File: src/rtl/uart_frame_tx_if.sv
// Bus bundle for uart_frame_tx: start/payload request in, serial line and status out.
// Handshake: trans_go is sampled on every posedge while busy=0 and is ignored while busy=1.
interface uart_frame_tx_if #(
  parameter int NBYTES = 5
) ();
  logic                  trans_go;
  logic [NBYTES*8-1:0]   data;
  logic                  uart_tx;
  logic                  busy;
  logic                  byte_done;
  logic                  all_done;
  logic [1:0]            dbg_state;

  modport master (
    output trans_go, data,
    input  uart_tx, busy, byte_done, all_done, dbg_state
  );

  modport slave (
    input  trans_go, data,
    output uart_tx, busy, byte_done, all_done, dbg_state
  );
endinterface

File: src/rtl/uart_frame_tx.sv
// Multi-byte 8N1 UART frame transmitter: captures an NBYTES word on trans_go and sends it back-to-back.
// Define FRAME_CHECKSUM_EN to append one XOR checksum byte after the payload.
module uart_frame_tx #(
  parameter int CLK_FREQ  = 50_000_000,
  parameter int BAUD      = 115200,
  parameter int NBYTES    = 5,
  parameter bit MSB_FIRST = 1'b0
) (
  input logic            sys_clk,
  input logic            rst_n,
  uart_frame_tx_if.slave bus
);
  localparam int BAUD_DIV = CLK_FREQ / BAUD;
  localparam int BW       = (BAUD_DIV > 1) ? $clog2(BAUD_DIV) : 1;
  localparam int CW       = $clog2(NBYTES + 2);
`ifdef FRAME_CHECKSUM_EN
  localparam int NTX      = NBYTES + 1;
`else
  localparam int NTX      = NBYTES;
`endif
  localparam int SW       = NTX * 8;

  typedef enum logic [1:0] {
    S_IDLE  = 2'd0,
    S_START = 2'd1,
    S_DATA  = 2'd2,
    S_STOP  = 2'd3
  } state_t;

  state_t          state_q, state_d;
  logic [BW-1:0]   baud_q, baud_d;
  logic [2:0]      bit_q, bit_d;
  logic [CW-1:0]   byte_q, byte_d;
  logic [SW-1:0]   sh_q, sh_d;
  logic            byte_done_q, byte_done_d;
  logic            all_done_q, all_done_d;
  logic [SW-1:0]   load_w;
  logic            bit_end_w;

  // The shift register is loaded in transmit order, so byte 0 on the line always sits in the low bits.
  always_comb begin
    load_w = '0;
    for (int i = 0; i < NBYTES; i++) begin
      if (MSB_FIRST) load_w[i*8 +: 8] = bus.data[(NBYTES-1-i)*8 +: 8];
      else           load_w[i*8 +: 8] = bus.data[i*8 +: 8];
    end
`ifdef FRAME_CHECKSUM_EN
    for (int i = 0; i < NBYTES; i++) begin
      load_w[NBYTES*8 +: 8] = load_w[NBYTES*8 +: 8] ^ bus.data[i*8 +: 8];
    end
`endif
  end

  assign bit_end_w = (baud_q == BW'(BAUD_DIV - 1));

  always_comb begin
    state_d     = state_q;
    baud_d      = baud_q;
    bit_d       = bit_q;
    byte_d      = byte_q;
    sh_d        = sh_q;
    byte_done_d = 1'b0;
    all_done_d  = 1'b0;
    if (state_q != S_IDLE) begin
      baud_d = bit_end_w ? '0 : baud_q + BW'(1);
    end
    case (state_q)
      S_IDLE: begin
        if (bus.trans_go) begin
          state_d = S_START;
          baud_d  = '0;
          bit_d   = '0;
          byte_d  = '0;
          sh_d    = load_w;
        end
      end
      S_START: begin
        if (bit_end_w) begin
          state_d = S_DATA;
          bit_d   = '0;
        end
      end
      S_DATA: begin
        if (bit_end_w) begin
          sh_d = sh_q >> 1;
          if (bit_q == 3'd7) state_d = S_STOP;
          else               bit_d   = bit_q + 3'd1;
        end
      end
      S_STOP: begin
        if (bit_end_w) begin
          byte_done_d = 1'b1;
          byte_d      = byte_q + CW'(1);
          if (byte_q == CW'(NTX - 1)) begin
            state_d    = S_IDLE;
            all_done_d = 1'b1;
          end else begin
            state_d    = S_START;
          end
        end
      end
      default: state_d = S_IDLE;
    endcase
  end

  always_ff @(posedge sys_clk or negedge rst_n) begin
    if (!rst_n) begin
      state_q     <= S_IDLE;
      baud_q      <= '0;
      bit_q       <= '0;
      byte_q      <= '0;
      sh_q        <= '0;
      byte_done_q <= 1'b0;
      all_done_q  <= 1'b0;
    end else begin
      state_q     <= state_d;
      baud_q      <= baud_d;
      bit_q       <= bit_d;
      byte_q      <= byte_d;
      sh_q        <= sh_d;
      byte_done_q <= byte_done_d;
      all_done_q  <= all_done_d;
    end
  end

  // Line level decoded from registered state only, so reset drives it high asynchronously.
  assign bus.uart_tx   = (state_q == S_START) ? 1'b0 :
                         (state_q == S_DATA)  ? sh_q[0] : 1'b1;
  assign bus.busy      = (state_q != S_IDLE);
  assign bus.byte_done = byte_done_q;
  assign bus.all_done  = all_done_q;
  assign bus.dbg_state = state_q;
endmodule

File: src/flat_wrapper.sv
// flat-port wrapper written by rule: the top's interface ports become plain ports
module uart_frame_tx_flat 
#(
  parameter int CLK_FREQ  = 50_000_000,
  parameter int BAUD      = 115200,
  parameter int NBYTES    = 5,
  parameter bit MSB_FIRST = 1'b0
)
  (sys_clk, rst_n, bus_trans_go, bus_data, bus_uart_tx, bus_busy, bus_byte_done, bus_all_done, bus_dbg_state);
  uart_frame_tx_if #(.NBYTES(NBYTES)) bus_i ();
  input logic sys_clk;
  input logic rst_n;
  input wire logic [$bits(bus_i.trans_go)-1:0] bus_trans_go;
  input wire logic [$bits(bus_i.data)-1:0] bus_data;
  output wire logic [$bits(bus_i.uart_tx)-1:0] bus_uart_tx;
  output wire logic [$bits(bus_i.busy)-1:0] bus_busy;
  output wire logic [$bits(bus_i.byte_done)-1:0] bus_byte_done;
  output wire logic [$bits(bus_i.all_done)-1:0] bus_all_done;
  output wire logic [$bits(bus_i.dbg_state)-1:0] bus_dbg_state;
  assign bus_i.trans_go = bus_trans_go;
  assign bus_i.data = bus_data;
  assign bus_uart_tx = bus_i.uart_tx;
  assign bus_busy = bus_i.busy;
  assign bus_byte_done = bus_i.byte_done;
  assign bus_all_done = bus_i.all_done;
  assign bus_dbg_state = bus_i.dbg_state;
  uart_frame_tx #(.CLK_FREQ(CLK_FREQ), .BAUD(BAUD), .NBYTES(NBYTES), .MSB_FIRST(MSB_FIRST)) u_core (.sys_clk(sys_clk), .rst_n(rst_n), .bus(bus_i));
endmodule
File: config.mk
export PLATFORM = sky130hd
export DESIGN_NAME = uart_frame_tx_flat
export DESIGN_NICKNAME = d
export VERILOG_FILES = /design/src/rtl/uart_frame_tx_if.sv /design/src/rtl/uart_frame_tx.sv /design/src/flat_wrapper.sv
export SDC_FILE = /design/constraint.sdc
export NUM_CORES = 1
export LEC_CHECK = 0
export ABC_AREA = 1
export BUFFER_PORTS_ARGS = -buffer_cell sky130_fd_sc_hd__buf_2
export CAP_MARGIN = 0
export CORE_MARGIN = 1.5
export CORE_UTILIZATION = 55
export DETAILED_ROUTE_END_ITERATION = 12
export MAX_ROUTING_LAYER = met4
export PLACE_DENSITY_LB_ADDON = 0.3
export SYNTH_ARGS = -nofsm -noshare
export SYNTH_HDL_FRONTEND = slang
export SYNTH_SLANG_ARGS = --single-unit
export TNS_END_PERCENT = 100
File: constraint.sdc
create_clock -name sys_clk -period 3.7 [get_ports sys_clk]
set_input_delay 0.555 -clock sys_clk [delete_from_list [all_inputs] [get_ports sys_clk]]
set_output_delay 0.555 -clock sys_clk [all_outputs]
set_load 0.02 [all_outputs]
Yosys cells after proc, flatten, opt, wreduce, memory -nomap -nowiden
Cells that the tools add are included.
{"block": "word_totals", "reg_bits": 59, "out_inout_bits": 6, "in_bits": 43}
{"block": "classes", "n_reduce_logical": 9, "n_addsub": 3, "n_eq_ne": 12, "mux": 28}
{"cell": "two-way mux 40 bit", "n": 2}
{"cell": "case mux 40 bit (2 select lines)", "n": 1}
{"cell": "two-way mux 9 bit", "n": 4}
{"cell": "two-way mux 3 bit", "n": 5}
{"cell": "two-way mux 2 bit", "n": 5}
{"cell": "AND reduction 5 bit", "n": 2}
{"cell": "adder 9 x 1 -> 9 bit (second input constant)", "n": 1}
{"cell": "equality test 9 bit (second input constant)", "n": 1}
{"cell": "case mux 3 bit (3 select lines)", "n": 1}
{"cell": "two-way mux 1 bit", "n": 8}
{"cell": "!= test 2 x 1 -> 1 bit (second input constant)", "n": 4}
{"cell": "case mux 2 bit (4 select lines)", "n": 1}
{"cell": "adder 3 x 1 -> 3 bit (second input constant)", "n": 2}
{"cell": "equality test 3 bit (second input constant)", "n": 2}
{"cell": "case mux 3 bit (2 select lines)", "n": 1}
{"cell": "AND reduction 3 bit", "n": 2}
{"cell": "nonzero test 2 bit", "n": 3}
{"cell": "equality test 2 bit (second input constant)", "n": 2}
{"cell": "!= test 2 bit (second input constant)", "n": 2}
{"cell": "nonzero test 3 bit", "n": 1}
{"cell": "equality test 2 x 1 -> 1 bit (second input constant)", "n": 1}
{"cell": "logical NOT 2 bit", "n": 1}

Depth between registers and ports, before layout
Gate-level depths: netlist of run 1.
{"block": "depth", "word_depth": 5, "mapped_depth": 10}

Worst setup path after synthesis of run 1
No wires, ideal clock.
{"block": "synth_path", "path_type": "register to output", "startpoint": "register u_core.state_q[0], in the netlist u_core.bus.dbg_state[0]", "endpoint": "output bus_uart_tx", "t_required_ns": 3.145, "setup_slack_ns": 1.733, "path_stages_with_launch": 7, "arrival_ns": 1.412, "path_cell_list": "dfrtp_1 inv_1 ha_1 buf_8 inv_1 nor2_1 nor2_1"}
{"block": "synth_between", "elab_chain_cells": 3}
{"item": "from (decl)", "line": "uart_frame_tx.sv:30", "text": "state_t state_q, state_d;"}
{"item": "from (signal assigned)", "line": "uart_frame_tx.sv:116", "text": "state_q <= state_d;"}
{"item": "equality test 2 bit", "line": "uart_frame_tx.sv:128", "text": "(state_q == S_DATA) ? sh_q[0] : 1'b1;"}
{"item": "two-way mux 1 bit", "line": "uart_frame_tx.sv:128"}
{"item": "two-way mux 1 bit *", "line": "uart_frame_tx.sv:127", "text": "assign bus.uart_tx = (state_q == S_START) ? 1'b0 :"}
{"item": "to (decl)", "line": "flat_wrapper.sv:15", "text": "output wire logic [$bits(bus_i.uart_tx)-1:0] bus_uart_tx;"}
Mark *: on every way between the ends. The rest lies on a longest branch, timed or not.

Worst setup path in the final report of run 1
Same ends and word-level chain as after synthesis.

==> impl_metrics.tcl, run 1 <==
set metrics [dict create \
    first_iter_violations 90 \
    crit_chain "inv_1 -> ha_2 -> inv_1 -> nor2_1 -> nor2_1 -> buf_2" \
    cp-end-kind "primary output" \
    post_cts_buffers 0 \
    mostFrequentLayoutCells "59 x dfrtp_1, 51 x nand2_1, 48 x buf_2" \
    finalHoldViolCount 0 \
    cts_made_buffers 9 \
    post_cts_resized 0 \
    chipWidth_um 79.7 \
    vias_per_cell 5.13 \
    max_stage_delay_ps 660 \
    use_met1_pct 27.8 \
    cts_root_buf "clkbuf_8" \
    syn_area_sq_um 3230 \
    cts_tree "done" \
    worstPathArrival_ps 2130 \
    routed-via-count 2212 \
    wirelength_mm 5.81 \
    io_buffer_count 48 \
    final_common_cell "dfrtp_1" \
    core_sq_um 5570 \
    ys_seq_area_share_pct 45.7 \
    post-route-period-util_pct 72.5 \
    path_class "register to primary output" \
    p_leak_nw 1.72 \
    max_slew.worst_pin.slew_ps 877 \
    grt_busiest_layer "met2" \
    grt_pass1_wl_mm 9.94 \
    drv_slew 0 \
    hpwl_mm 4.10 \
    num_rows 27 \
    worstSkewPairLatency_ps 340 \
    min_period_ps 2680 \
    cp_max_fo 22 \
    syn2layout_area_growth_pct 12.0 \
    syn_avg_cell_area_sq_um 10.6 \
    final_nets 408 \
    gp_congestion 0.793 \
    whs_ps 335 \
    fmax_ghz 0.373 \
    skew_ps 8.29 \
    grt_max_degree 51 \
    wl_per_cell_um 13.5 \
    dieHeight_um 79.7 \
    critPathBufInv 3 \
    dieArea_sq_um 6350 \
    cp_slowest_cell "ha_2" \
    io_pins 49 \
    htreeDepth 3 \
    max_slew_margin_pct 41.5 \
    grt_pass1_vias 2186 \
    yosys_warnings 0 \
    first_pass_iters 4 \
    hold_buffers 0 \
    clk_path_buf_depth 2 \
    finalSetupTns_ps 0 \
    initial_core_util_pct 58.0 \
    status "completed" \
    met2_usage_pct 31.0 \
    synthCells 306 \
    peakVddDrop_mv 0.491 \
    setup-violations-final 0 \
    grt_usage_pct 21.1 \
    overflow 0 \
    synth_cell_type_count 27 \
    antenna_found_initial 0 \
    gr-usage-met3_pct 3.66 \
    clock-sinks 59 \
    powerDensity_nw_per_um2 871 \
    synth.ff_latch_count 59 \
    n_antenna_cell 0 \
    min_path_type "input pin to asynchronous set/reset pin" \
    drtAntennaViolNets 0 \
    synth_fp_nets 359 \
    cp.required_ps 3140 \
    drive_gt1_share_pct 39.0 \
    power_mw 3.16 \
    drv_cap 0 \
    crit_family "adder cells" \
    clk_pin_slew_ps 60 \
    startpoint_type "register" \
    rsz0062_at_grt "no" \
    drc 0 \
]
-- power breakdown --
group          internal (mW)  switching, mW
Combinational          0.596          0.940
Sequential             0.910          0.178
Clock                  0.292          0.239
Total                   1.80           1.36
-- cells by family (layout without fill, tap and decap cells) --
| family | Yosys count | after routing | synth area share, % |
|---|---|---|---|
| buffers and inverters | 28 | 81 | 6.66 |
| flip-flops | 59 | 59 | 45.7 |
| AO/OA/AOI/OAI | 59 | 59 | 14.4 |
| multiplexers | 39 | 39 | 12.1 |
| XOR/XNOR | 4 | 4 | 1.08 |
| AND/OR/NAND/NOR | 107 | 107 | 16.3 |
| adder cells (fa/ha/maj) | 10 | 10 | 3.87 |
-- metal layers --
metal	up-vias	wire length [um]
li1	1126	-
met1	1023	2780
met2	53	2680
met3	10	260
met4	0	89
met5	-	0
-- stage by stage --
stage	cell area, sq um	std cells	util, %	setup slack, ps
2_1_floorplan	3230	306	-	1730
4_1_cts	3620	431	65.0	989
3_3_place_gp	3440	416	61.8	1310
6_report	3620	431	65.0	1020
5_1_grt	3620	431	65.0	854
3_5_place_dp	3440	416	61.8	1230
-- flip-flops by register name, indices dropped and copies added, names as in the netlist --
| register | cells |
|---|---|
| u_core.baud_q | 9 |
| u_core.bus.dbg_state | 2 |
| u_core.bit_q | 3 |
| u_core.bus.byte_done | 1 |
| u_core.bus.all_done | 1 |
| u_core.sh_q | 40 |
| u_core.byte_q | 3 |
-- path summary, 6_finish.rpt --
path                       depth (start not counted)          endpoint               startpoint  slack (ps)
max reg2reg                                        8   u_core.sh_q[38]  u_core.bus.dbg_state[0]        1220
min                                                1  u_core.baud_q[5]                    rst_n         340
max in group asynchronous                          2   u_core.sh_q[10]                    rst_n        2570
min reg2reg                                        2   u_core.sh_q[36]          u_core.sh_q[36]         480
min in group sys_clk                               2   u_core.sh_q[36]          u_core.sh_q[36]         480
max                                                6       bus_uart_tx  u_core.bus.dbg_state[0]        1020
-- cells in the mapped netlist --
library cell    instances  area, sq um
nand4_1                 4         25.0
a21oi_4                 1         16.3
inv_1                  14         52.6
buf_8                   3         45.0
mux2i_1                39          390
nor2_2                  2         12.5
dlymetal6s2s_1          1         12.5
xnor2_1                 1         8.76
nor2_4                  1         11.3
nand2_4                 2         22.5
nor2_1                  8         30.0
or2_2                   1         6.26
nand3_1                 8         40.0
dfrtp_1                59         1480
a21oi_1                 5         25.0
nor3_1                  2         10.0
o21ai_2                40          350
o211ai_1                1         7.51
buf_6                   9          101
o21ai_0                 8         40.0
nand2_2                26          163
nand3b_1                2         15.0
xor2_1                  3         26.3
inv_2                   1         3.75
nand2_1                51          191
ha_1                   10          125
o22ai_1                 4         25.0
-- cell type report --
type / instances / area, sq um
clock buffers: 13 / 169
well taps: 72 / 90.1
multi-input cells: 219 / 1540
clock inverters: 2 / 10.0
flip-flops and latches: 59 / 1480
repair buffers: 51 / 275
fillers: 472 / 1950
inverters: 15 / 56.3
Note: power is estimated with default switching activity, not from simulation.
==> run 2, diff against run 1 <==
- CORE_UTILIZATION: 55 -> 51
- clock period: 3.7 -> 2.23 ns (I/O delays scaled with it)
==> run 2 against run 1 <==
Against the previous run: clock skew barely moved; sequential cell count did not move; global-route usage fell by 1.7 points; sequential power rose by 65%.
==> impl_metrics.tcl, run 2 (synthesis gave the netlist of run 1 again) <==
set metrics [dict create \
    finalHoldViolCount 0 \
    max_slew_margin_pct 63.5 \
    p_leak_nw 1.77 \
    post-route-period-util_pct 86.6 \
    num_rows 28 \
    drtAntennaViolNets 0 \
    r2r-start "u_core.bus.dbg_state[0]" \
    drv_cap 0 \
    power_mw 5.52 \
    powerDensity_nw_per_um2 1470 \
    dieArea_sq_um 6830 \
    worstPathArrival_ps 1600 \
    cp.required_ps 1900 \
    swShare_pct 41.1 \
    grt_usage_pct 19.5 \
    final_common_cell "dfrtp_1" \
    skew_ps 8.59 \
    min_period_ps 1930 \
    first_pass_iters 4 \
    pwr-share-seq_pct 32.7 \
    io_pins 49 \
    max_stage_delay_ps 450 \
    utilization_pct 62.1 \
    fmax_ghz 0.518 \
    regArea_sq_um 1480 \
    worstSkewPairLatency_ps 340 \
    wl_per_cell_um 12.9 \
    initial_core_util_pct 53.7 \
    peakVddDrop_mv 0.773 \
    antenna_found_initial 0 \
    rsz0062_at_grt "no" \
    first_iter_violations 84 \
    clk_pin_slew_ps 60 \
    grt_pass1_vias 2160 \
    wirelength_mm 5.71 \
    drive_gt1_share_pct 39.6 \
    cp_max_fo 7 \
    chipWidth_um 82.6 \
    gp_congestion 0.838 \
    multi_input_area_sq_um 1540 \
    p_clk_share_pct 17.5 \
    drc 0 \
    clk_path_buf_depth 2 \
    hp-start "bus_data[39]" \
    cts_root_buf "clkbuf_8" \
    status "completed" \
    overflow 0 \
    largest_reg_flops 40 \
    critPathBufInv 3 \
    routed-via-count 2258 \
    dieHeight_um 82.6 \
    grt_pass1_wl_mm 9.60 \
    core_sq_um 6030 \
    crit_chain "inv_1 -> ha_2 -> inv_1 -> nor2_1 -> nor2_1 -> buf_2" \
    switchingPower_mw 2.27 \
    post_cts_resized 0 \
    crit_family "flip-flops" \
    placed_cells 425 \
    startpoint_type "register" \
    clock-sinks 59 \
    cts_made_buffers 9 \
    reg_top3 "u_core.sh_q (40), u_core.baud_q (9)" \
    cp_slowest_cell "dfrtp_1" \
    htreeDepth 3 \
    finalSetupTns_ps 0 \
    syn2layout_area_growth_pct 15.8 \
    final_cells 441 \
    cp-end-kind "primary output" \
    min_path_type "input pin to register" \
    combPwrFrac_pct 49.9 \
    p_int_mw 3.25 \
    n_fill_cell 534 \
    n_antenna_cell 0 \
    top_register "u_core.sh_q" \
    io_buffer_count 48 \
    critPathLaunch "u_core.bus.dbg_state[0]" \
    final_nets 415 \
    drv_slew 0 \
    setup-violations-final 0 \
    cts_tree "done" \
    grt_max_degree 43 \
    path_class "register to primary output" \
    vias_per_cell 5.12 \
    mostFrequentLayoutCells "59 x dfrtp_1, 51 x nand2_1, 48 x buf_2" \
    max_slew.worst_pin.slew_ps 548 \
    hpwl_mm 4.01 \
]
[run 2: stage by stage]
| step | cell area (sq um) | hold WS, ps | setup WS [ps] |
|---|---|---|---|
| 3_3_place_gp | 3540 | 348 | 411 |
| 4_1_cts | 3740 | 265 | 290 |
| 5_1_grt | 3740 | 290 | 156 |
| 2_1_floorplan | 3230 | 38.9 | 297 |
| 6_report | 3740 | 279 | 299 |
| 3_5_place_dp | 3540 | 351 | 348 |
[run 2: cell type report]
type                    count  share of cell area (%)
clock buffers              13                    4.24
clock inverters             2                   0.936
inverters                  15                    1.50
multi-input cells         219                    41.2
well taps                  75                    2.51
repair buffers             58                    10.2
flip-flops and latches     59                    39.4
[run 2: what timing repair did]
| item | 4_1_cts | 5_1_grt |
|---|---|---|
| setup buffers | 0 | 0 |
| hold buffers | 1 | 0 |
| endpoints found under the hold margin | 22 | 0 |
[run 2: final timing paths]
check                                        end  slack, ps  depth (start not counted)
worst max-delay path                 bus_uart_tx        300                          6
worst min-delay path             u_core.sh_q[39]        280                          3
worst max register to register   u_core.sh_q[15]        350                          9
worst min register to register   u_core.bit_q[2]        480                          2
max in group asynchronous         u_core.sh_q[3]       1130                          3
min in group asynchronous       u_core.byte_q[0]        530                          2
[run 2: worst register-to-register path: stages (launching register included)]
cell	delay, ps
dfrtp_1	460
inv_1	110
ha_1	250
inv_1	90
nor2_2	60
a21oi_4	220
nand2_4	220
buf_4	250
nand2_1	80
o21ai_2	50
[run 2: routing by layer]
metal	vias up	routed length (um)	track usage, %
li1	1147	-	-
met1	1055	2880	25.3
met2	46	2510	28.9
met3	10	223	4.07
met4	0	104	9.50
met5	-	0	-
[run 2: power by group through the flow]
stage | registers (mW) | clock network (mW) | logic [mW]
after floorplan | 1.77 | 0 | 2.38
after global placement | 1.81 | 0 | 2.71
after detailed placement | 1.82 | 0 | 2.78
after CTS | 1.80 | 0.988 | 2.79
after global routing | 1.86 | 1.03 | 3.08
final | 1.80 | 0.964 | 2.75
